$ cat config.mk
export PLATFORM = sky130hd
export DESIGN_NAME = blastn_task_writeback_unit
export DESIGN_NICKNAME = d
export VERILOG_FILES = /design/src/rtl/blastn_task_writeback_unit.sv
export SDC_FILE = /design/constraint.sdc
export NUM_CORES = 1
export LEC_CHECK = 0
export BUFFER_PORTS_ARGS = -buffer_cell sky130_fd_sc_hd__buf_4
export CORE_AREA = 2 2 252 254
export DETAILED_ROUTE_END_ITERATION = 10
export DIE_AREA = 0 0 254 256
export GPL_ROUTABILITY_DRIVEN = 0
export GPL_TIMING_DRIVEN = 0
export PLACE_DENSITY = 0.46
export SLEW_MARGIN = 20
export SYNTH_ARGS = -nofsm -noshare
export SYNTH_HDL_FRONTEND = slang
export SYNTH_HIERARCHICAL = 1
export SYNTH_SLANG_ARGS = --single-unit
$ cat constraint.sdc
create_clock -name clk -period 2.15 [get_ports clk]
set_input_delay 0.215 -clock clk [delete_from_list [all_inputs] [get_ports clk]]
set_output_delay 0.215 -clock clk [all_outputs]
set_load 0.05 [all_outputs]
$ cat src/rtl/blastn_task_writeback_unit.sv
// blastn_task_writeback_unit
// Receives one 256-bit seed task from the control unit. It hands the seed to
// the ungapped-extension engine and waits for the result. It then writes
// score, length, query start and database start to the four result addresses
// carried in the task. A one-cycle done pulse follows the fourth write
// acknowledge. Handshake flags are registers. Message outputs are gated muxes
// of registers, so they read as zero whenever their valid is low.

package blastn_wb_pkg;

  // 4-byte memory request: type, opaque tag, byte address, length code, data.
  typedef struct packed {
    logic [2:0]  type_;
    logic [7:0]  opaque;
    logic [31:0] addr;
    logic [1:0]  len;
    logic [31:0] data;
  } mem_req_4B_t;

  // 4-byte memory response. Only the handshake matters to this unit.
  typedef struct packed {
    logic [2:0]  type_;
    logic [7:0]  opaque;
    logic [1:0]  test;
    logic [1:0]  len;
    logic [31:0] data;
  } mem_resp_4B_t;

  localparam logic [2:0] MEM_TYPE_READ  = 3'd0;
  localparam logic [2:0] MEM_TYPE_WRITE = 3'd1;

endpackage

// Protocol invariants of the writeback unit, kept out of the datapath.
module blastn_task_writeback_unit_chk (
  input logic         clk,
  input logic         reset,
  input logic [2:0]   state,
  input logic         done,
  input logic         istream_rdy,
  input logic         ext_req_val,
  input logic [127:0] ext_req_msg,
  input logic         memreq_val,
  input logic         memreq_rdy,
  input logic [76:0]  memreq_msg,
  input logic [2:0]   wr_sent,
  input logic [2:0]   wr_acked
);

  // The completion pulse never lasts longer than one cycle.
  a_done_pulse: assert property (@(posedge clk) disable iff (reset)
    done |=> !done);

  // The task input is only offered while idle.
  a_rdy_idle: assert property (@(posedge clk) disable iff (reset)
    istream_rdy |-> (state == 3'd0));

  // A seed request is only offered from the send state.
  a_ext_state: assert property (@(posedge clk) disable iff (reset)
    ext_req_val |-> (state == 3'd1));

  // Write requests are only offered from the memory state.
  a_mem_state: assert property (@(posedge clk) disable iff (reset)
    memreq_val |-> (state == 3'd3));

  // Idle message buses are driven to zero.
  a_ext_zero: assert property (@(posedge clk) disable iff (reset)
    !ext_req_val |-> (ext_req_msg == 128'd0));

  a_mem_zero: assert property (@(posedge clk) disable iff (reset)
    !memreq_val |-> (memreq_msg == 77'd0));

  // A stalled write request keeps its message until it handshakes.
  a_mem_hold: assert property (@(posedge clk) disable iff (reset)
    (memreq_val && !memreq_rdy) |=> (memreq_val && $stable(memreq_msg)));

  // Acknowledges never outrun requests, and at most four requests go out.
  a_counters: assert property (@(posedge clk) disable iff (reset)
    (wr_acked <= wr_sent) && (wr_sent <= 3'd4));

endmodule

module blastn_task_writeback_unit
  import blastn_wb_pkg::*;
(
  input  logic         clk,
  input  logic         reset,
  input  logic         istream_val,
  output logic         istream_rdy,
  input  logic [255:0] istream_msg,
  output logic         ext_req_val,
  input  logic         ext_req_rdy,
  output logic [127:0] ext_req_msg,
  input  logic         ext_resp_val,
  output logic         ext_resp_rdy,
  input  logic [127:0] ext_resp_msg,
  output logic         memreq_val,
  input  logic         memreq_rdy,
  output mem_req_4B_t  memreq_msg,
  input  logic         memresp_val,
  output logic         memresp_rdy,
  input  mem_resp_4B_t memresp_msg,
  output logic         done,
  output logic [2:0]   state
);

  typedef enum logic [2:0] {
    ST_IDLE     = 3'd0,
    ST_EXT_SEND = 3'd1,
    ST_EXT_WAIT = 3'd2,
    ST_MEM      = 3'd3,
    ST_DONE     = 3'd4
  } state_t;

  state_t      state_r;

  // Task register: result addresses and seed fields.
  logic [31:0] db_pos_addr_r;
  logic [31:0] q_pos_addr_r;
  logic [31:0] len_addr_r;
  logic [31:0] score_addr_r;
  logic [31:0] db_pos_r;
  logic [31:0] q_pos_r;
  logic [31:0] db_seq_r;
  logic [31:0] query_seq_r;

  // Extension results.
  logic [31:0] db_start_r;
  logic [31:0] q_start_r;
  logic [31:0] len_r;
  logic [31:0] score_r;

  // Write progress in the memory state.
  logic [2:0]  wr_sent_r;
  logic [2:0]  wr_acked_r;

  // Registered handshake and status outputs.
  logic        istream_rdy_r;
  logic        ext_req_val_r;
  logic        ext_resp_rdy_r;
  logic        memreq_val_r;
  logic        memresp_rdy_r;
  logic        done_r;

  logic        in_fire_s;
  logic        ext_req_fire_s;
  logic        ext_resp_fire_s;
  logic        memreq_fire_s;
  logic        memresp_fire_s;
  logic        last_ack_s;
  logic        last_req_s;

  logic [31:0] wr_addr_s;
  logic [31:0] wr_data_s;
  mem_req_4B_t wr_msg_s;

  // Response contents are carried for tracing only.
  logic        memresp_unused_s;

  assign in_fire_s       = istream_rdy_r  & istream_val;
  assign ext_req_fire_s  = ext_req_val_r  & ext_req_rdy;
  assign ext_resp_fire_s = ext_resp_rdy_r & ext_resp_val;
  assign memreq_fire_s   = memreq_val_r   & memreq_rdy;
  assign memresp_fire_s  = memresp_rdy_r  & memresp_val;

  // The fourth acknowledge handshakes in this cycle, or the fourth request does.
  assign last_ack_s = memresp_fire_s & (wr_acked_r == 3'd3);
  assign last_req_s = memreq_fire_s  & (wr_sent_r  == 3'd3);

  assign memresp_unused_s = ^memresp_msg;

  // Control FSM: state, task and result capture, counters, registered handshakes.
  always_ff @(posedge clk) begin
    if (reset) begin
      state_r        <= ST_IDLE;
      db_pos_addr_r  <= 32'd0;
      q_pos_addr_r   <= 32'd0;
      len_addr_r     <= 32'd0;
      score_addr_r   <= 32'd0;
      db_pos_r       <= 32'd0;
      q_pos_r        <= 32'd0;
      db_seq_r       <= 32'd0;
      query_seq_r    <= 32'd0;
      db_start_r     <= 32'd0;
      q_start_r      <= 32'd0;
      len_r          <= 32'd0;
      score_r        <= 32'd0;
      wr_sent_r      <= 3'd0;
      wr_acked_r     <= 3'd0;
      istream_rdy_r  <= 1'b1;
      ext_req_val_r  <= 1'b0;
      ext_resp_rdy_r <= 1'b0;
      memreq_val_r   <= 1'b0;
      memresp_rdy_r  <= 1'b0;
      done_r         <= 1'b0;
    end else begin
      case (state_r)
        ST_IDLE: begin
          if (in_fire_s) begin
            db_pos_addr_r <= istream_msg[255:224];
            q_pos_addr_r  <= istream_msg[223:192];
            len_addr_r    <= istream_msg[191:160];
            score_addr_r  <= istream_msg[159:128];
            db_pos_r      <= istream_msg[127:96];
            q_pos_r       <= istream_msg[95:64];
            db_seq_r      <= istream_msg[63:32];
            query_seq_r   <= istream_msg[31:0];
            istream_rdy_r <= 1'b0;
            ext_req_val_r <= 1'b1;
            state_r       <= ST_EXT_SEND;
          end
        end
        ST_EXT_SEND: begin
          if (ext_req_fire_s) begin
            ext_req_val_r  <= 1'b0;
            ext_resp_rdy_r <= 1'b1;
            state_r        <= ST_EXT_WAIT;
          end
        end
        ST_EXT_WAIT: begin
          if (ext_resp_fire_s) begin
            db_start_r     <= ext_resp_msg[127:96];
            q_start_r      <= ext_resp_msg[95:64];
            len_r          <= ext_resp_msg[63:32];
            score_r        <= ext_resp_msg[31:0];
            wr_sent_r      <= 3'd0;
            wr_acked_r     <= 3'd0;
            ext_resp_rdy_r <= 1'b0;
            memreq_val_r   <= 1'b1;
            memresp_rdy_r  <= 1'b1;
            state_r        <= ST_MEM;
          end
        end
        ST_MEM: begin
          // Requests and acknowledges are counted independently, so both may
          // advance on the same edge.
          if (memreq_fire_s) begin
            wr_sent_r <= wr_sent_r + 3'd1;
          end
          if (last_req_s) begin
            memreq_val_r <= 1'b0;
          end
          if (memresp_fire_s) begin
            wr_acked_r <= wr_acked_r + 3'd1;
          end
          if (last_ack_s) begin
            memreq_val_r  <= 1'b0;
            memresp_rdy_r <= 1'b0;
            done_r        <= 1'b1;
            state_r       <= ST_DONE;
          end
        end
        ST_DONE: begin
          done_r        <= 1'b0;
          istream_rdy_r <= 1'b1;
          state_r       <= ST_IDLE;
        end
        default: begin
          // Unused encodings recover to a clean idle.
          istream_rdy_r  <= 1'b1;
          ext_req_val_r  <= 1'b0;
          ext_resp_rdy_r <= 1'b0;
          memreq_val_r   <= 1'b0;
          memresp_rdy_r  <= 1'b0;
          done_r         <= 1'b0;
          state_r        <= ST_IDLE;
        end
      endcase
    end
  end

  // Select the address/data pair for the write currently being offered.
  always_comb begin
    wr_addr_s = score_addr_r;
    wr_data_s = score_r;
    case (wr_sent_r[1:0])
      2'd0: begin
        wr_addr_s = score_addr_r;
        wr_data_s = score_r;
      end
      2'd1: begin
        wr_addr_s = len_addr_r;
        wr_data_s = len_r;
      end
      2'd2: begin
        wr_addr_s = q_pos_addr_r;
        wr_data_s = q_start_r;
      end
      2'd3: begin
        wr_addr_s = db_pos_addr_r;
        wr_data_s = db_start_r;
      end
      default: begin
        wr_addr_s = score_addr_r;
        wr_data_s = score_r;
      end
    endcase
  end

  // Assemble the 4-byte write request. The opaque tag is the write index.
  always_comb begin
    wr_msg_s        = '0;
    wr_msg_s.type_  = MEM_TYPE_WRITE;
    wr_msg_s.opaque = {5'd0, wr_sent_r};
    wr_msg_s.addr   = wr_addr_s;
    wr_msg_s.len    = 2'd0;
    wr_msg_s.data   = wr_data_s;
  end

  assign istream_rdy  = istream_rdy_r;
  assign ext_req_val  = ext_req_val_r;
  assign ext_resp_rdy = ext_resp_rdy_r;
  assign memreq_val   = memreq_val_r;
  assign memresp_rdy  = memresp_rdy_r;
  assign done         = done_r;
  assign state        = state_r;

  assign ext_req_msg = ext_req_val_r ? {db_pos_r, q_pos_r, db_seq_r, query_seq_r} : 128'd0;
  assign memreq_msg  = memreq_val_r  ? wr_msg_s : '0;

  blastn_task_writeback_unit_chk u_chk (
    .clk         (clk),
    .reset       (reset),
    .state       (state),
    .done        (done),
    .istream_rdy (istream_rdy),
    .ext_req_val (ext_req_val),
    .ext_req_msg (ext_req_msg),
    .memreq_val  (memreq_val),
    .memreq_rdy  (memreq_rdy),
    .memreq_msg  (memreq_msg),
    .wr_sent     (wr_sent_r),
    .wr_acked    (wr_acked_r)
  );

endmodule

# [Word level (Yosys, flattened, before mapping)]
# Index checks and enable logic that the tools add are counted.
[totals] regBits=399 input_bits=438 out_inout_bits=214 word_cells=100
[classes] add_sub_neg=2 n_eq_ne=16 muxes=30 bitwise=12 reduce_logical=19
[ops] op="$pmux W32 S4" count=2
[ops] op="$mux W128" count=1
[ops] op="$mux W75" count=1
[ops] op="$mux W3" count=7
[ops] op="$reduce_and A3 Y1" count=6
[ops] op="$reduce_or A3 Y1" count=5
[ops] op="$eq A3 B2 Y1 const B" count=4
[ops] op="$ne A2 B2 Y1 const B" count=6
[ops] op="$pmux W1 S3" count=4
[ops] op="$pmux W3 S2" count=2
[ops] op="$pmux W3 S4" count=1
[ops] op="$mux W1" count=10
[ops] op="$reduce_and A2 Y1" count=4
[ops] op="$and A1 B1 Y1" count=7
[ops] op="$add A3 B1 Y3 const B" count=2
[ops] op="$not A1 Y1" count=5
[ops] op="$eq A2 B2 Y1 const B" count=2
[ops] op="$pmux W1 S2" count=2
[ops] op="$reduce_and A4 Y1" count=1
[ops] op="$eq A3 B1 Y1 const B" count=1
[ops] op="$eq A3 B3 Y1 const B" count=1
[ops] op="$logic_not A3 Y1" count=1
[ops] op="$ne A3 B3 Y1 const B" count=1
[ops] op="$eq A2 B1 Y1 const B" count=1
[ops] op="other kinds (2)" count=2

# [Logic depth before layout (Yosys ltp)]
# Gate-level depths: netlist of the first run.
[logic_depth] word_depth=5 mapped_depth=8 depth_no_buf=6

# [Least setup slack after synthesis of the first run]
# OpenSTA, ideal clock, no wires.
[synth_path] path_type="reg-to-output" startpoint="reg wr_sent_r[0]" endpoint="out memreq_msg[50] (netlist bit)" arrival_time_ns=1.852 required_ns=1.935 setup_slack_ns=0.083 stages_incl_launch_ff=9 n_path_buf=3 cell_sequence="dfxtp_1 > inv_1 > ha_1 > buf_2 > buf_1 > clkbuf_1 > nand2_1 > o21ai_0 > and2_1"
[synth_lines] item="start, declared" line_no="134" source="logic [2:0] wr_sent_r;"
[synth_lines] item="start signal, assigned" line_no="238" source="wr_sent_r <= wr_sent_r + 3'd1;"
[synth_lines] item="end, declared" line_no="99" source="output mem_req_4B_t memreq_msg,"

==> impl_results.md, run 1 <==
* Status: complete, but fails checks
* Failing checks: setup timing
* Wire length per cell at 19.5 µm
* Post-synth top area cell: dfxtp_1
* Worst Hold Class: in -> reg
* Die area at 65000 µm²
* Crit start category: flop
* Area of the mapped netlist at approximately 17000 µm²
* Gate Count Post-Synth at ~2.2k
* GRT Resource Usage Total at between 20% and 30%
* Sequential fraction of the synthesis area at a little under half
* Asr flop ratio synth at 0%
* Hold Path Cell Cnt at 4
* CTS buffer count at between 40 and 50
* Starting density of the core at 26.9%
* Final hold vios at 0
* Worst-path clk slew at around 0.060 ns
* Longest Clk Path Bufs at 3
* Count leader, synth: nand2_1
* Layout area overhead at 70.1%
* Io pins at approximately 650
* Setup crit end kind: output pin
* 1st-pass router iterations at 8
* Syn_area_per_cell at between 7 and 8 µm²
* CTS tree: done
* Pwr Density at around 800 nW/µm²
* Reg2reg start: state[1]$_SDFFE_PP0P_
* R2R Setup Slk at 0.11 ns
* Final WL at 80.9 mm
* Crit path arrival time at approximately 2.5 ns
* Die width at 254 µm
* ANT nets after route at 0
* Clock tree sinks at around 400
* Min-Delay Endpoint: memreq_val$_SDFFE_PP0P_
* Leakage at about 0.012 µW
* Skew-Pair Late Insertion Delay at roughly 0.58 ns
* Antenna violations before repair at 11
* I/O Buffers at approximately 590
* WHS at 0.0564 ns
* Final Util at a little under half
* Dpl cells at approximately 3.7k
* Setup-failing EPs final at 64
* Final min period at ~2.7 ns
* Max Cap Viol at 0
* Overall Power at between 20000 and 25000 µW
* Pre-CTS setup slack at -0.973 ns
* RSZ-0062 raised after global routing: true
* Worst slew margin at 43.4%
* Residual DRC at 0
* Num rows at just over 90
* Fill count at around 6.3k
* Initial DRC count at 1303
* Final nets at 3717
* Hold_sp: memreq_rdy
* Library cells used by synthesis at 35
* Warnings from Yosys at 6
* Die Ht at about 260 µm
* First-pass GRT wire length at 117 mm
* WP data required at between 1.5 and 2 ns
* Vias at just under 20k
* Critical path class: reg -> out
* Commonest cells post-synth: nand2_1, dfxtp_1, a21oi_1
* Final period utilization at 125%
* H-Tree Depth at 2
* Root Buffer: clkbuf_16
* Core Box Area at slightly above 60000 µm²
* Worst Tran Pin Value at ~0.84 ns
* Max frequency at roughly 0.37 GHz
* Ys flop type: dfxtp_1
* Max VDD drop at about 590 µV
* Post-route insts no fill at around 4.2k
* Layout cell share with drive strength beyond 1 at roughly a quarter
* Synth top area cells: dfxtp_1, nand2_1, a21oi_1, and2_1, a222oi_1
* RR Endpoint: query_seq_r[0]$_SDFFE_PP0P_
* Vias per cell at ~4.6
* Post-synth EDFFs at 0
* Peak fanout along the critical path at 5
* Flops & latches, synth at 399
* HPWL reported at the end of detailed placement at 61.1 mm
* R2R cell count at 6
* Number of global-route vias before repair at approximately 20k
* GR Overflow Total at 0
* Yosys top cell area share at roughly 48%
* Final Skew at approximately 0.024 ns
* Largest net degree at the start of global routing at 13
* Setup WS post-layout at -0.535 ns
* Final Max Slew Viols at 0
==> what timing repair did <==
item,4_1_cts,5_1_grt
hold buffers,386,0
resized for setup,164,89
setup endpoints to repair,213,87
cloned,1,1
setup buffers,10,5
hold endpoints to repair,386,0
pin swaps,36,49
==> critical path: stages, from the launching register on <==
cell	delay, ns
dfxtp_4	0.37
buf_6	0.12
ha_4	0.19
buf_6	0.14
buf_4	0.13
a222oi_1	0.46
o21ai_1	0.13
and2_1	0.18
buf_6	0.15
==> layout by cell type, fill, tap and decap left out, types with 3 or more instances in the layout <==
master	Yosys	final
a211oi_1	4	4
a21oi_1	388	388
a222oi_1	64	64
and2_1	195	179
and2_4	0	14
buf_1	15	6
buf_2	46	46
buf_4	10	572
buf_6	29	83
buf_8	0	5
bufinv_16	0	3
clkbuf_1	101	69
clkbuf_16	0	54
clkbuf_2	0	21
clkbuf_4	0	5
clkbuf_8	0	19
clkinv_2	0	4
conb_1	1	9
dfxtp_1	399	395
dfxtp_4	0	4
diode_2	0	6
dlygate4sd3_1	0	386
ha_1	7	3
ha_4	0	3
inv_1	6	4
inv_6	0	3
nand2_1	841	841
nand2b_1	3	3
nand3_1	6	6
nor2_1	8	8
nor3_1	5	5
o21ai_0	70	20
o21ai_1	0	50
o31ai_1	3	3
==> per-stage QoR <==
stage	TNS (ns)	instance area [µm²]
2_1_floorplan	0	16800
3_3_place_gp	-78.12	22300
3_5_place_dp	-87.64	22300
4_1_cts	-29.19	28300
5_1_grt	-31.43	28600
6_report	-25.05	28600
==> where the power goes <==
group	switching, µW	internal (µW)	leakage [µW]	total [µW]
registers	411	8180	0.00325	8590
logic	3530	2400	0.00761	5940
clock network	3310	5020	0.000797	8330
total	7250	15600	0.0117	22900
==> routing by layer <==
layer / vias to the layer above / GRT usage [%] / part of all wire, %
li1: 9437 / - / -
met1: 9025 / 27.4 / 40
met2: 692 / 41.3 / 49
met3: 183 / 4.78 / 6.7
met4: 4 / 11.4 / 4.7
met5: - / 0 / 0.036
==> registers in the layout (all words and copies together) (netlist names) <==
| name | cells |
|---|---|
| len_addr_r | 32 |
| state | 3 |
| q_pos_addr_r | 32 |
| db_pos_r | 32 |
| ext_resp_rdy | 1 |
| score_addr_r | 32 |
| wr_sent_r | 3 |
| q_pos_r | 32 |
| db_pos_addr_r | 32 |
| q_start_r | 32 |
| memreq_val | 1 |
| score_r | 32 |
| db_start_r | 32 |
| istream_rdy | 1 |
| len_r | 32 |
| done | 1 |
| db_seq_r | 32 |
| ext_req_val | 1 |
| query_seq_r | 32 |
| wr_acked_r | 3 |
| memresp_rdy | 1 |
==> worst max path at each step <==
stage	cells after the start	slack, ns	to	start
floorplan	8	0.08	memreq_msg[50]	wr_sent_r[0]$_SDFFE_PP0P_
global placement	7	-0.96	memreq_msg[25]	wr_sent_r[0]$_SDFFE_PP0P_
detailed placement	7	-0.97	memreq_msg[24]	wr_sent_r[0]$_SDFFE_PP0P_
CTS	7	-0.56	memreq_msg[55]	wr_sent_r[0]$_SDFFE_PP0P_
global route	7	-0.60	memreq_msg[55]	wr_sent_r[0]$_SDFFE_PP0P_
finish	8	-0.54	memreq_msg[36]	wr_sent_r[0]$_SDFFE_PP0P_
==> cell type report <==
cell class / instances / area [µm²] / area share [%]
Sequential cell: 399 / 8000 / 28.0
Tap cell: 846 / 1060 / 3.71
Multi-Input combinational cell: 1623 / 7840 / 27.4
Buffer: 197 / 1350 / 4.73
Clock buffer: 74 / 1460 / 5.11
Antenna cell: 6 / 15.0 / 0.0526
Inverter: 6 / 22.5 / 0.0788
Timing Repair Buffer: 997 / 8660 / 30.3
Clock inverter: 12 / 154 / 0.539
==> logic make-up after synthesis <==
family	count (synthesis)	share of synthesized area, %
buf+inv	207	6.49
mux	1	0.0670
compound gates	537	18.2
other cells	1	0.0223
fa+ha+maj	7	0.521
simple gates	1069	27.2
flops	399	47.6
Note: power is estimated with default switching activity, not from simulation.
==> run 2: changes to the inputs <==
--- a/config.mk
+++ b/config.mk
@@ -6,12 +6,12 @@
 export NUM_CORES = 1
 export LEC_CHECK = 0
 export BUFFER_PORTS_ARGS = -buffer_cell sky130_fd_sc_hd__buf_4
-export CORE_AREA = 2 2 252 254
+export CORE_AREA = 5 5 254 256
 export DETAILED_ROUTE_END_ITERATION = 10
-export DIE_AREA = 0 0 254 256
+export DIE_AREA = 0 0 259 261
 export GPL_ROUTABILITY_DRIVEN = 0
 export GPL_TIMING_DRIVEN = 0
-export PLACE_DENSITY = 0.46
+export PLACE_DENSITY = 0.48
 export SLEW_MARGIN = 20
 export SYNTH_ARGS = -nofsm -noshare
 export SYNTH_HDL_FRONTEND = slang
==> constraint.sdc (replaced) <==
create_clock -name clk -period 2.3 [get_ports clk]
set_input_delay 0.23 -clock clk [delete_from_list [all_inputs] [get_ports clk]]
set_output_delay 0.23 -clock clk [all_outputs]
set_load 0.05 [all_outputs]
==> run 2 against run 1 <==
The run still ends with setup timing left. Final area is 0.27% lower. Clock power is 9.7% lower. Setup slack better by 0.027 ns. Via count is 0.32% lower. Global-route usage is 1.2 points lower. Flip-flop and latch count stayed put. Count of clock-buffer cells in the layout stayed put. Combinational power is 7.2% lower. Non-clock buffer count is 2 lower. Largest cell class unchanged.
==> impl_results.md, run 2 (same netlist as run 1, synthesis figures left out) <==
* Setup crit end: memreq_msg[35] (was memreq_msg[36])
* Vias at 19.3k (about the same)
* Worst path cell trace: ha_2, clkbuf_16, buf_8, a222oi_1, o21ai_1, and2_4, buf_12 (was buf_6, ha_4, buf_6, buf_4, a222oi_1, o21ai_1, and2_1, buf_6)
* Layout area overhead at 69.6% (was 70.1%)
* Number of global-route vias before repair at 19.8k (was 19.7k)
* ANT nets after route at 0 (unchanged)
* R2R cell count at 6 (unchanged)
* Max frequency at between 0.3 and 0.4 GHz
* Final min period at between 2 and 3 ns
* Pwr Density at 739 nW/µm² (was 800 nW/µm²)
* Setup TNS at -19.46 ns (was -25.05 ns)
* Vias per cell at 4.64 (was 4.65)
* RSZ-0062 raised after global routing: true (unchanged)
* Starting density of the core at 27.0% (was 26.9%)
* Num rows at 92 (unchanged)
* Setup WS post-layout at -0.508 ns (was -0.535 ns)
* Overall Power at 21100 µW (was 22900 µW)
* Crit path arrival time at 2.58 ns (was 2.47 ns)
* CTS tree: done (unchanged)
* WP data required at 2.07 ns (was 1.93 ns)
* Clock tree sinks at 399 (unchanged)
* I/O Buffers at 594 (unchanged)
* HPWL reported at the end of detailed placement at 61.6 mm (was 61.1 mm)
* Critical path class: reg -> out (unchanged)
* Final Util at 45.7% (was 45.8%)
* Leakage at 0.0116 µW (was 0.0117 µW)
* Worst Hold Class: in -> reg (unchanged)
* Final hold vios at 0 (unchanged)
* Final WL at 81.0 mm (was 80.9 mm)
* Crit start category: flop (unchanged)
* Die width at 259 µm (was 254 µm)
* Worst setup startpoint: wr_sent_r[0]$_SDFFE_PP0P_ (unchanged)
* Layout cell share with drive strength beyond 1 at 25.3% (was 25.7%)
* Max VDD drop at 459 µV (was 590 µV)
* Final Max Slew Viols at 0 (unchanged)
* Antenna violations before repair at 9 (was 11)
* Worst slew margin at 42.9% (was 43.4%)
* RR Endpoint: db_pos_addr_r[27]$_SDFFE_PP0P_ (was query_seq_r[0]$_SDFFE_PP0P_)
* Longest Clk Path Bufs at 3 (unchanged)
* R2R Setup Slk at 0.23 ns (was 0.11 ns)
* Most frequent cells in the layout: nand2_1, buf_4, dfxtp_1, a21oi_1, dlygate4sd3_1 (unchanged)
* Root Buffer: clkbuf_16 (unchanged)
* Residual DRC at 0 (unchanged)
* Most common cell after layout, fill and taps aside: nand2_1 (unchanged)
* 1st-pass router iterations at 5 (was 8)
* Failing checks: setup timing (unchanged)
* Max Cap Viol at 0 (unchanged)
* Final nets at 3715 (was 3717)
* Io pins at 652 (unchanged)
* Wire length per cell at 19.5 µm (about the same)
* Setup-failing EPs final at 64 (unchanged)
* Hold_sp: memresp_val (was memreq_rdy)
* Peak fanout along the critical path at 8 (was 5)
* Final Skew at 0.0257 ns (was 0.0245 ns)
* Crit path max-delay cell type: a222oi_1 (unchanged)
* Final period utilization at 122%
* GRT Resource Usage Total at 22.5% (was 23.6%)
* Fill count at 6109 (was 6317)
* Status: complete, but fails checks (unchanged)
* GR Overflow Total at 0 (unchanged)
* H-Tree Depth at 2 (unchanged)
* Setup crit end kind: output pin (unchanged)
* Die Ht at 261 µm (was 256 µm)
* Skew-Pair Late Insertion Delay at 0.58 ns (about the same)
* First-pass GRT wire length at 118 mm (was 117 mm)
* Worst-path clk slew at 0.06 ns (about the same)
* Die area at 67600 µm² (was 65000 µm²)
* Worst Tran Pin Value at 0.857 ns (was 0.845 ns)
* CP max stage delay at 0.68 ns (was 0.46 ns)
* Reg2reg start: state[1]$_SDFFE_PP0P_ (unchanged)
* CTS buffer count at 48 (unchanged)
* Largest net degree at the start of global routing at 13 (unchanged)
* Core Box Area at 62300 µm² (was 62400 µm²)
* Initial DRC count at 1318 (was 1303)
[run 2: worst min path at each step]
stage                                   endpoint  slack, ns  cells after the start
finish                     state[2]$_SDFFE_PP0P_       0.09                      3
global route               state[2]$_SDFFE_PP0P_       0.07                      3
CTS                        state[2]$_SDFFE_PP0P_       0.03                      3
detailed placement  query_seq_r[21]$_SDFFE_PP0P_       0.44                      2
global placement    query_seq_r[16]$_SDFFE_PP0P_       0.44                      2
floorplan               db_pos_r[0]$_SDFFE_PP0P_       0.37                      2
[run 2: power breakdown]
| part | internal, µW | switching [µW] | total, µW | leakage (µW) |
|---|---|---|---|---|
| Sequential | 7640 | 379 | 8020 | 0.00325 |
| Combinational | 2230 | 3280 | 5510 | 0.00759 |
| Clock | 4490 | 3040 | 7520 | 0.000764 |
| Total | 14400 | 6690 | 21100 | 0.0116 |
[run 2: per-layer routing]
| metal | GRT usage (%) | vias to the layer above | routed length (µm) |
|---|---|---|---|
| met4 | 9.43 | 4 | 3420 |
| met1 | 27.1 | 9033 | 33000 |
| met2 | 39.1 | 665 | 39100 |
| met5 | 0 | - | 21 |
| li1 | - | 9423 | - |
| met3 | 4.82 | 155 | 5490 |
[run 2: layout make-up]
class | count | area [µm²] | share of cell area, %
repair buffers | 994 | 8670 | 30.4
clock buffers | 74 | 1430 | 5.02
multi-input cells | 1623 | 7820 | 27.5
diodes | 6 | 15.0 | 0.0527
inverters | 6 | 25.0 | 0.0878
flip-flops and latches | 399 | 8000 | 28.1
plain buffers | 198 | 1350 | 4.73
clock inverters | 12 | 124 | 0.435
well taps | 846 | 1060 | 3.72
[run 2: timing repair]
item / 4_1_cts / 5_1_grt
setup endpoints to repair: 192 / 86
gates resized for setup: 204 / 56
pin swaps: 55 / 37
buffers inserted: 14 / 1
hold endpoints to repair: 385 / 0
hold buffers: 385 / 0
[run 2: critical path: cells and delay by family (launching register included)]
family | cells | cell delay, ns
DFF | 1 | 0.37
buffers and inverters | 3 | 0.43
AOI/OAI and AO/OA | 2 | 0.79
adders and majority gates | 1 | 0.20
and+or+nand+nor | 1 | 0.20
[run 2: stage by stage]
step | instance area, µm² | instances | hold WS, ns | worst slack [ns]
after floorplan | 16800 | 2229 | 0.366 | 0.218
after global routing | 28500 | 4158 | 0.0730 | -0.553
after global placement | 22300 | 3669 | 0.439 | -0.871
final | 28500 | 4158 | 0.0883 | -0.508
after CTS | 28400 | 4151 | 0.0267 | -0.571
after detailed placement | 22300 | 3669 | 0.442 | -0.869
